`src/rtl/mem_tracer_ctrl.sv`:
```
// rtl/mem_tracer_ctrl.sv - trace control sequencer for the sigma_tile memory tracer
//
// Drives the tracer's enable/flush control vector and flush entry index, and
// exposes config/status registers on a word-addressed config port.
//
// Ports:
//   clk, rst            clock, synchronous active-high reset
//   cfg_req/we/addr/wdata  config access; cfg_ack is combinational (no wait states)
//   cfg_rdata           registered read data, valid the cycle after ack
//   mon_req/ack/we/addr monitored CPU data bus (acc = req & ack)
//   trace_ctrl_o        tracer control vector (enable, flush; bits 3:2 zero)
//   flush_addr_o        current flush entry index
//   trace_flush_end_o   one-cycle pulse after the last flush entry
//   irq_o               level interrupt, mirrors STATUS.DONE
module mem_tracer_ctrl #(
   parameter int  CAPACITY        = 256,
   parameter int  TRACE_EN_BIT    = 0,
   parameter int  TRACE_FLUSH_BIT = 1,
   localparam int FA_W            = $clog2(CAPACITY)
) (
   input  logic            clk,
   input  logic            rst,
   input  logic            cfg_req,
   input  logic            cfg_we,
   input  logic [4:0]      cfg_addr,
   input  logic [31:0]     cfg_wdata,
   output logic            cfg_ack,
   output logic [31:0]     cfg_rdata,
   input  logic            mon_req,
   input  logic            mon_ack,
   input  logic            mon_we,
   input  logic [31:0]     mon_addr,
   output logic [3:0]      trace_ctrl_o,
   output logic [FA_W-1:0] flush_addr_o,
   output logic            trace_flush_end_o,
   output logic            irq_o
);

   typedef enum logic [2:0] {
      ST_IDLE  = 3'd0,
      ST_FLUSH = 3'd1,
      ST_ARMED = 3'd2,
      ST_TRACE = 3'd3,
      ST_DRAIN = 3'd4
   } state_t;

   state_t            state, state_nxt;
   logic              arm, trig_en, done;
   logic [31:0]       trig_addr, stop_cnt, tran_cnt;
   logic [FA_W-1:0]   flush_cnt;
   logic              flush_end;

   logic              acc, trig_hit;
   logic              cfg_wr, cfg_rd, ctrl_wr, flush_wr, ctrl_upd;
   logic              arm_set, arm_clr, stop_hit, flush_last, trace_en;
   logic [2:0]        reg_sel;
   logic [31:0]       tran_inc, rd_val;
   logic              unused_inputs;

   assign unused_inputs = ^{mon_we, cfg_addr[1:0]};

   assign acc      = mon_req & mon_ack;
   assign trig_hit = acc & (mon_addr == trig_addr);

   assign cfg_ack  = cfg_req;
   assign cfg_wr   = cfg_req & cfg_we;
   assign cfg_rd   = cfg_req & ~cfg_we;
   assign reg_sel  = cfg_addr[4:2];
   assign ctrl_wr  = cfg_wr & (reg_sel == 3'd0);
   // A FLUSH write overrides every other CTRL field; while flushing, only a
   // new FLUSH write is honoured on CTRL.
   assign flush_wr = ctrl_wr & cfg_wdata[1];
   assign ctrl_upd = ctrl_wr & ~flush_wr & (state != ST_FLUSH);
   assign arm_set  = ctrl_upd & cfg_wdata[0];
   assign arm_clr  = ctrl_upd & ~cfg_wdata[0];

   assign tran_inc   = (tran_cnt == 32'hFFFF_FFFF) ? tran_cnt : tran_cnt + 32'd1;
   assign stop_hit   = (state == ST_TRACE) & acc & (stop_cnt != 32'd0) & (tran_inc == stop_cnt);
   assign flush_last = (state == ST_FLUSH) & (flush_cnt == FA_W'(CAPACITY - 1));

   // Enable goes high combinationally on the trigger cycle so the triggering
   // transaction itself is captured; an ARM clear or FLUSH in that cycle wins.
   assign trace_en = (state == ST_TRACE) | (state == ST_DRAIN) |
                     ((state == ST_ARMED) & trig_hit & ~arm_clr & ~flush_wr);

   always_comb begin
      trace_ctrl_o                  = 4'd0;
      trace_ctrl_o[TRACE_EN_BIT]    = trace_en;
      trace_ctrl_o[TRACE_FLUSH_BIT] = (state == ST_FLUSH);
   end

   assign flush_addr_o      = flush_cnt;
   assign trace_flush_end_o = flush_end;
   assign irq_o             = done;

   always_ff @(posedge clk) begin
      if (rst) state <= ST_IDLE;
      else     state <= state_nxt;
   end

   always_comb begin
      state_nxt = state;
      if (flush_wr) begin
         state_nxt = ST_FLUSH;
      end else begin
         case (state)
            ST_IDLE:  if (arm_set) state_nxt = cfg_wdata[2] ? ST_ARMED : ST_TRACE;
            ST_ARMED: if (arm_clr) state_nxt = ST_IDLE;
                      else if (trig_hit) state_nxt = ST_TRACE;
            ST_TRACE: if (stop_hit | arm_clr) state_nxt = ST_DRAIN;
            ST_DRAIN: state_nxt = ST_IDLE;
            ST_FLUSH: if (flush_last) state_nxt = ST_IDLE;
            default:  state_nxt = ST_IDLE;
         endcase
      end
   end

   always_comb begin
      rd_val = 32'd0;
      case (reg_sel)
         3'd0: rd_val = {29'd0, trig_en, 1'b0, arm};
         3'd1: rd_val = {28'd0, done, state};
         3'd2: rd_val = trig_addr;
         3'd3: rd_val = stop_cnt;
         3'd4: rd_val = tran_cnt;
         default: rd_val = 32'd0;
      endcase
   end

   always_ff @(posedge clk) begin
      if (rst) begin
         arm       <= 1'b0;
         trig_en   <= 1'b0;
         done      <= 1'b0;
         trig_addr <= 32'd0;
         stop_cnt  <= 32'd0;
         tran_cnt  <= 32'd0;
         flush_cnt <= '0;
         flush_end <= 1'b0;
         cfg_rdata <= 32'd0;
      end else begin
         flush_end <= 1'b0;
         if (cfg_rd) cfg_rdata <= rd_val;
         if (cfg_wr && reg_sel == 3'd2) trig_addr <= cfg_wdata;
         if (cfg_wr && reg_sel == 3'd3) stop_cnt  <= cfg_wdata;
         // Clears come first so a DONE set in the same cycle takes precedence.
         if (cfg_wr && reg_sel == 3'd1 && cfg_wdata[3]) done <= 1'b0;
         if (ctrl_upd) begin
            arm     <= cfg_wdata[0];
            trig_en <= cfg_wdata[2];
         end
         if (arm_set) done <= 1'b0;

         if (flush_wr) begin
            tran_cnt  <= 32'd0;
            flush_cnt <= '0;
         end else begin
            case (state)
               ST_IDLE:  if (arm_set) tran_cnt <= 32'd0;
               ST_ARMED: if (trig_hit && !arm_clr) tran_cnt <= 32'd1;
               ST_TRACE: begin
                  if (acc) tran_cnt <= tran_inc;
                  if (stop_hit) done <= 1'b1;
               end
               ST_DRAIN: arm <= 1'b0;
               ST_FLUSH: begin
                  if (flush_last) begin
                     flush_cnt <= '0;
                     flush_end <= 1'b1;
                     arm       <= 1'b0;
                  end else begin
                     flush_cnt <= flush_cnt + FA_W'(1);
                  end
               end
               default: ;
            endcase
         end
      end
   end

endmodule
```
`config.mk`:
```
export PLATFORM = sky130hd
export DESIGN_NAME = mem_tracer_ctrl
export DESIGN_NICKNAME = d
export VERILOG_FILES = /design/src/rtl/mem_tracer_ctrl.sv
export SDC_FILE = /design/constraint.sdc
export NUM_CORES = 1
export LEC_CHECK = 0
export ABC_AREA = 1
export CORE_MARGIN = 5
export CORE_UTILIZATION = 57
export CTS_CLUSTER_DIAMETER = 150
export DETAILED_ROUTE_END_ITERATION = 10
export PLACE_DENSITY = 0.84
export SETUP_SLACK_MARGIN = 0.3
export SYNTH_ARGS = -nofsm -noshare
export SYNTH_HDL_FRONTEND = slang
export SYNTH_SLANG_ARGS = --single-unit
export TNS_END_PERCENT = 50
```
`constraint.sdc`:
```
create_clock -name clk -period 6.7 [get_ports clk]
set_input_delay 1.34 -clock clk [delete_from_list [all_inputs] [get_ports clk]]
set_output_delay 1.34 -clock clk [all_outputs]
set_load 0.02 [all_outputs]
```
* After elaboration in Yosys (flattened, before gate mapping)
Index checks and enable logic that the tools add are counted.
Cells by class: reduce and logical (&&, ||, !) cells 15, mux-type cells 25, bitwise logic cells 25, equality and inequality tests 23, $add $sub $neg 2
Operators by type and width (count):
- $pmux 32 s5 | 1
- $mux 32 | 4
- $pmux 32 s3 | 1
- $eq 32x32->1 | 2
- $add 32x1->32 const B | 1
- $eq 32x32->1 const B | 1
- $reduce_bool 32->1 | 1
- $and 1x1->1 | 17
- $mux 3 | 5
- $eq 3x2->1 const B | 4
- $pmux 3 s4 | 1
- $reduce_and 4->1 | 3
- $mux 1 | 11
- $add 8x1->8 const B | 1
- $eq 8x8->1 const B | 1
- $mux 8 | 1
- $eq 3x1->1 const B | 2
- $eq 3x3->1 const B | 2
- $logic_not 3->1 | 2
- $ne 2x1->1 const B | 3
- $ne 3x1->1 const B | 2
- $ne 3x3->1 const B | 2
- $logic_and 1x1->1 | 5
- $not 1->1 | 5
- 9 further kinds | 12
Storage, ports and cells: logic and storage cells 101, register bits after elaboration 143

* Longest topological paths before layout
depth after elaboration 11, depth in mapped cells 22

* Least setup slack after synthesis
Ideal clock, no wire load.
path kind input -> output, start input cfg_addr[3], end output trace_ctrl_o[0], data required time 5360 ps, setup slack 2815 ps, arrival 2545 ps, stages 11, buffers on the path 1, cell sequence nor2_1 -> inv_1 -> nor3_1 -> inv_1 -> nor3_2 -> inv_1 -> nor2_1 -> nor3_1 -> nand2_1 -> o221ai_1 -> buf_4
On the way: cells in the longest elaborated chain, start to end 11
Ends and longest elaborated chain:
- start, declared | RTL line 25 | input logic [4:0] cfg_addr,
- $logic_not 3->1 * | RTL line 69 | assign ctrl_wr = cfg_wr & (reg_sel == 3'd0);
- $and 1x1->1 * | RTL line 69
- $and 1x1->1 | RTL line 72 | assign flush_wr = ctrl_wr & cfg_wdata[1];
- $not 1->1 | RTL line 73, 84
- $and 1x1->1 (2 in series) | RTL line 73 | assign ctrl_upd = ctrl_wr & ~flush_wr & (state != ST_FLUSH);
- $and 1x1->1 | RTL line 75 | assign arm_clr = ctrl_upd & ~cfg_wdata[0];
- $not 1->1 | RTL line 84 | ((state == ST_ARMED) & trig_hit & ~arm_clr & ~flush_wr);
- $and 1x1->1 | RTL line 84
- $and 1x1->1 * | RTL line 84
- $or 1x1->1 * | RTL line 83 | assign trace_en = (state == ST_TRACE) | (state == ST_DRAIN) |
- end, declared | RTL line 33 | output logic [3:0] trace_ctrl_o,
Every way passes the cells marked *; elsewhere a longest branch is shown, timed or not.

* Worst setup path in the final report
start input mon_req, end output trace_ctrl_o[0]
On the way: cells in the longest elaborated chain, start to end 6
Ends and longest elaborated chain:
- start, declared | RTL line 29 | input logic mon_req,
- $and 1x1->1 | RTL line 62 | assign acc = mon_req & mon_ack;
- $and 1x1->1 | RTL line 63 | assign trig_hit = acc & (mon_addr == trig_addr);
- $and 1x1->1 (3 in series) | RTL line 84
- $or 1x1->1 | RTL line 83
No other way between the ends.

==> metrics.md <==
| Metric | Value |
|---|---|
| Routability cong. | slightly below 1 |
| Bufs and invs on worst path | 2 |
| Largest family of logic cells by synthesized area | simple AND/OR/NAND/NOR gates |
| Max_cap viols | 0 |
| Post-Syn Area per Cell | 6.31 µm² |
| Sink Count | about 140 |
| Nets@finish | approximately 1400 |
| Die Span Y | about 130 µm |
| Post-synth design cell area | 0.00808 mm² |
| Post-Synthesis Cells | about 1300 |
| Area growth, synth to finish | 21.8% |
| Peak VDD IR | 0.000214 V |
| Post-synthesis register bit count | 143 |
| Reg2reg path depth | 22 |
| Post-synth ARST share | 0 |
| Post-synth top cells | nand2_1 (350), nor2_1 (154), dfxtp_1 (143), a21oi_1 (126), inv_1 (118) |
| Root Driver | clkbuf_16 |
| Synth top area share | 0.355 |
| Top FF cell, synth | dfxtp_1 |
| Post-synth top area cell | dfxtp_1 |
| EDFF count, synth | 0 |
| Detailed Route WL | between 20000 and 30000 µm |
| Setup TNS | 0 ns |
| Min Tclk post-route | approximately 5.1 ns |
| DRC | 0 |
| Antenna-violating nets left | 0 |
| Antenna cells | 0 |
| Die X | about 130 µm |
| I/O pins | 123 |
| Reg2Reg Setup Slack | about 3.2 ns |
| H-tree levels | 4 |
| Total grt overflow | 0 |
| Hold Crit Class | reg2reg |
| Worst Tran Pin Value | around 1.1 ns |
| CTS resizes | 0 |
| Placed wire-length estimate | 21000 µm |
| Post-CTS Setup Bufs | 0 |
| Outcome | complete, no violations |
| Most frequent cell after synthesis | nand2_1 |
| CP arrival | 3.72 ns |
| Pwr per Cell Area | about 240 mW/mm² |
| Routed WL per cell | about 18 µm |
| Sequential element share of the synthesized area | 0.355 |
| Initial Utilization | 0.582 |
| Die area | between 0.015 and 0.02 mm² |
| RSZ-0062 raised after global routing | false |
| Slew margin rel. | 0.245 |
| Final Cycle Share | 0.755 |
| CTS Buf Count | 17 |
| Xor/xnor cell area share of the yosys netlist | 0.0239 |
| Worst-path clk slew | approximately 0.06 ns |
| Sequential standard cell area | 0.00286 mm² |
| Multi-input logic area | around 0.0045 mm² |
| Skew-Pair Late Insertion Delay | ~0.43 ns |
| Worst r2r src | tran_cnt[0] |
| Clk buf depth | 2 |
| CP Launch Type | input pin |
| Fillers | around 1200 |
| Drt pass-1 iters | 6 |
| Fmax | 198 MHz |
| Yosys warning count | 0 |
| Distinct cells, synth | 41 |
| Crit end category | output port |
| Crit path max-delay family | buffers and inverters |
| Layout cell share with drive strength beyond 1 | 0.0464 |
| Skew final | between 0.007 and 0.008 ns |
| Vias in the first global route | roughly 8400 |
| Final WS setup | 1.64 ns |
| CTS Hold Bufs | 0 |
| Worst setup path endpoint | trace_ctrl_o[0] |
| Port bufs | ~120 |
| Simple-Gate Fraction of Synth Area | 0.337 |
| Origin of the worst setup path | mon_req |
| Crit path kind | in2out |
| Max Slew Vio Count | 0 |
| Total global-route track usage | 0.339 |
| First-iteration detailed-routing DRC count | about 1200 |
| Delay of the slowest critical-path stage | 0.64 ns |
| Leak Pwr | ~0.0038 µW |
| Adder-cell share of the synthesized area | 0.00310 |
| Largest net degree at the start of global routing | 67 |
| First-pass GRT wire length | 43700 µm |
| Via density | ~5.9 |
| Top cells by area, synth | dfxtp_1 (35%), nand2_1 (16%), a21oi_1 (7.8%) |
| Pre-CTS setup slack | between 1.5 and 2 ns |
| CP Depth | 10 |
| CTS tree | built |
| Vias | approximately 9200 |
| Core area | about 0.014 mm² |
| Synth Area in Compound Gates | 0.188 |
| Initial antenna violation count | 0 |
| CP required | between 5 and 6 ns |
| Multiplexer share of the synthesized area | 0 |
| FF-to-FF End | state[1] |
| Most used cell, CP | nand2_1 |
| Worst-path cell chain | clkdlybuf4s50_1 -> nand2_1 -> a21oi_1 -> o2111ai_1 -> nor2_1 -> nand2_1 -> nor2_1 -> nand2_1 -> o221ai_1 -> clkdlybuf4s50_1 |
| Crit path max fanout | 3 |
| Final setup fails | 0 |
| Final hold violations | 0 |
| Slowest-stage cell, CP | clkdlybuf4s50_1 |
| Rows | 43 |
==> final cells by class <==
class | instances | area share
Multi-Input combinational cell | 952 | 0.454
Sequential cell | 143 | 0.291
Timing Repair Buffer | 127 | 0.127
Inverter | 125 | 0.0477
Clock buffer | 19 | 0.0450
Tap cell | 180 | 0.0229
Clock inverter | 13 | 0.0130
==> power by group <==
part,total [µW],switching [µW],leakage (µW),internal (µW)
Sequential,933,45.2,0.00116,888
Clock,931,404,0.000271,527
Combinational,499,342,0.00236,157
Total,2360,791,0.00378,1570
==> worst min-delay path by stage <==
stage / from / to / slack (ns) / cells past startpoint
final: cfg_rdata[4] / cfg_rdata[4] / 0.46 / 2
after global routing: cfg_rdata[31] / cfg_rdata[31] / 0.48 / 2
after CTS: cfg_rdata[31] / cfg_rdata[31] / 0.46 / 2
after detailed placement: cfg_rdata[31] / cfg_rdata[31] / 0.45 / 2
after global placement: cfg_rdata[28] / cfg_rdata[28] / 0.45 / 2
after floorplan: trig_addr[15] / trig_addr[15] / 0.46 / 2
==> worst min-delay path: stages, from the launching register on <==
cell and delay [ns]:
dfxtp_1 0.31, nand2_1 0.06, a21oi_1 0.05
==> cells by family (layout without fill, tap and decap cells) <==
family / count (synthesis) / count (layout)
simple gates: 649 / 649
compound gates: 277 / 277
buf+inv: 186 / 284
flops: 143 / 143
xor+xnor: 22 / 22
fa+ha+maj: 2 / 2
other cells: 1 / 2
==> layer usage <==
layer / track usage / share of wire / up-vias
met4: 0.185 / 0.056 / 0
met3: 0.0556 / 0.079 / 100
met2: 0.567 / 0.48 / 490
li1: - / - / 4380
met5: 0 / 0 / -
met1: 0.416 / 0.38 / 4218
==> stage by stage <==
stage	util	instance area [µm²]	total power, µW	cells	hold WS [ns]
after floorplan	-	8080	1260	1281	0.461
after global placement	0.668	9270	1420	1527	0.452
after detailed placement	0.668	9270	1430	1527	0.455
after CTS	0.709	9840	2350	1559	0.464
after global routing	0.709	9840	2450	1559	0.481
final	0.709	9840	2360	1559	0.464
==> cells in the final DEF (no fill, tap or decap), drive strengths merged, types with 15 or more instances in the layout <==
cell type and n:
o21ai 101, nand4 19, nand3 95, clkbuf 19
nor2 160, xor2 15, nand2 354, inv 127
clkdlybuf4s50 117, dfxtp 143, a21oi 126
==> sequential cells by signal (all words and copies together), names as in the netlist <==
signal and cells:
trig_addr 32, irq_o 1, cfg_rdata 32, state 3, tran_cnt 32, trace_flush_end_o 1, flush_addr_o 8, trig_en 1
arm 1, stop_cnt 32
No activity file was read; power rests on OpenSTA's default activity.
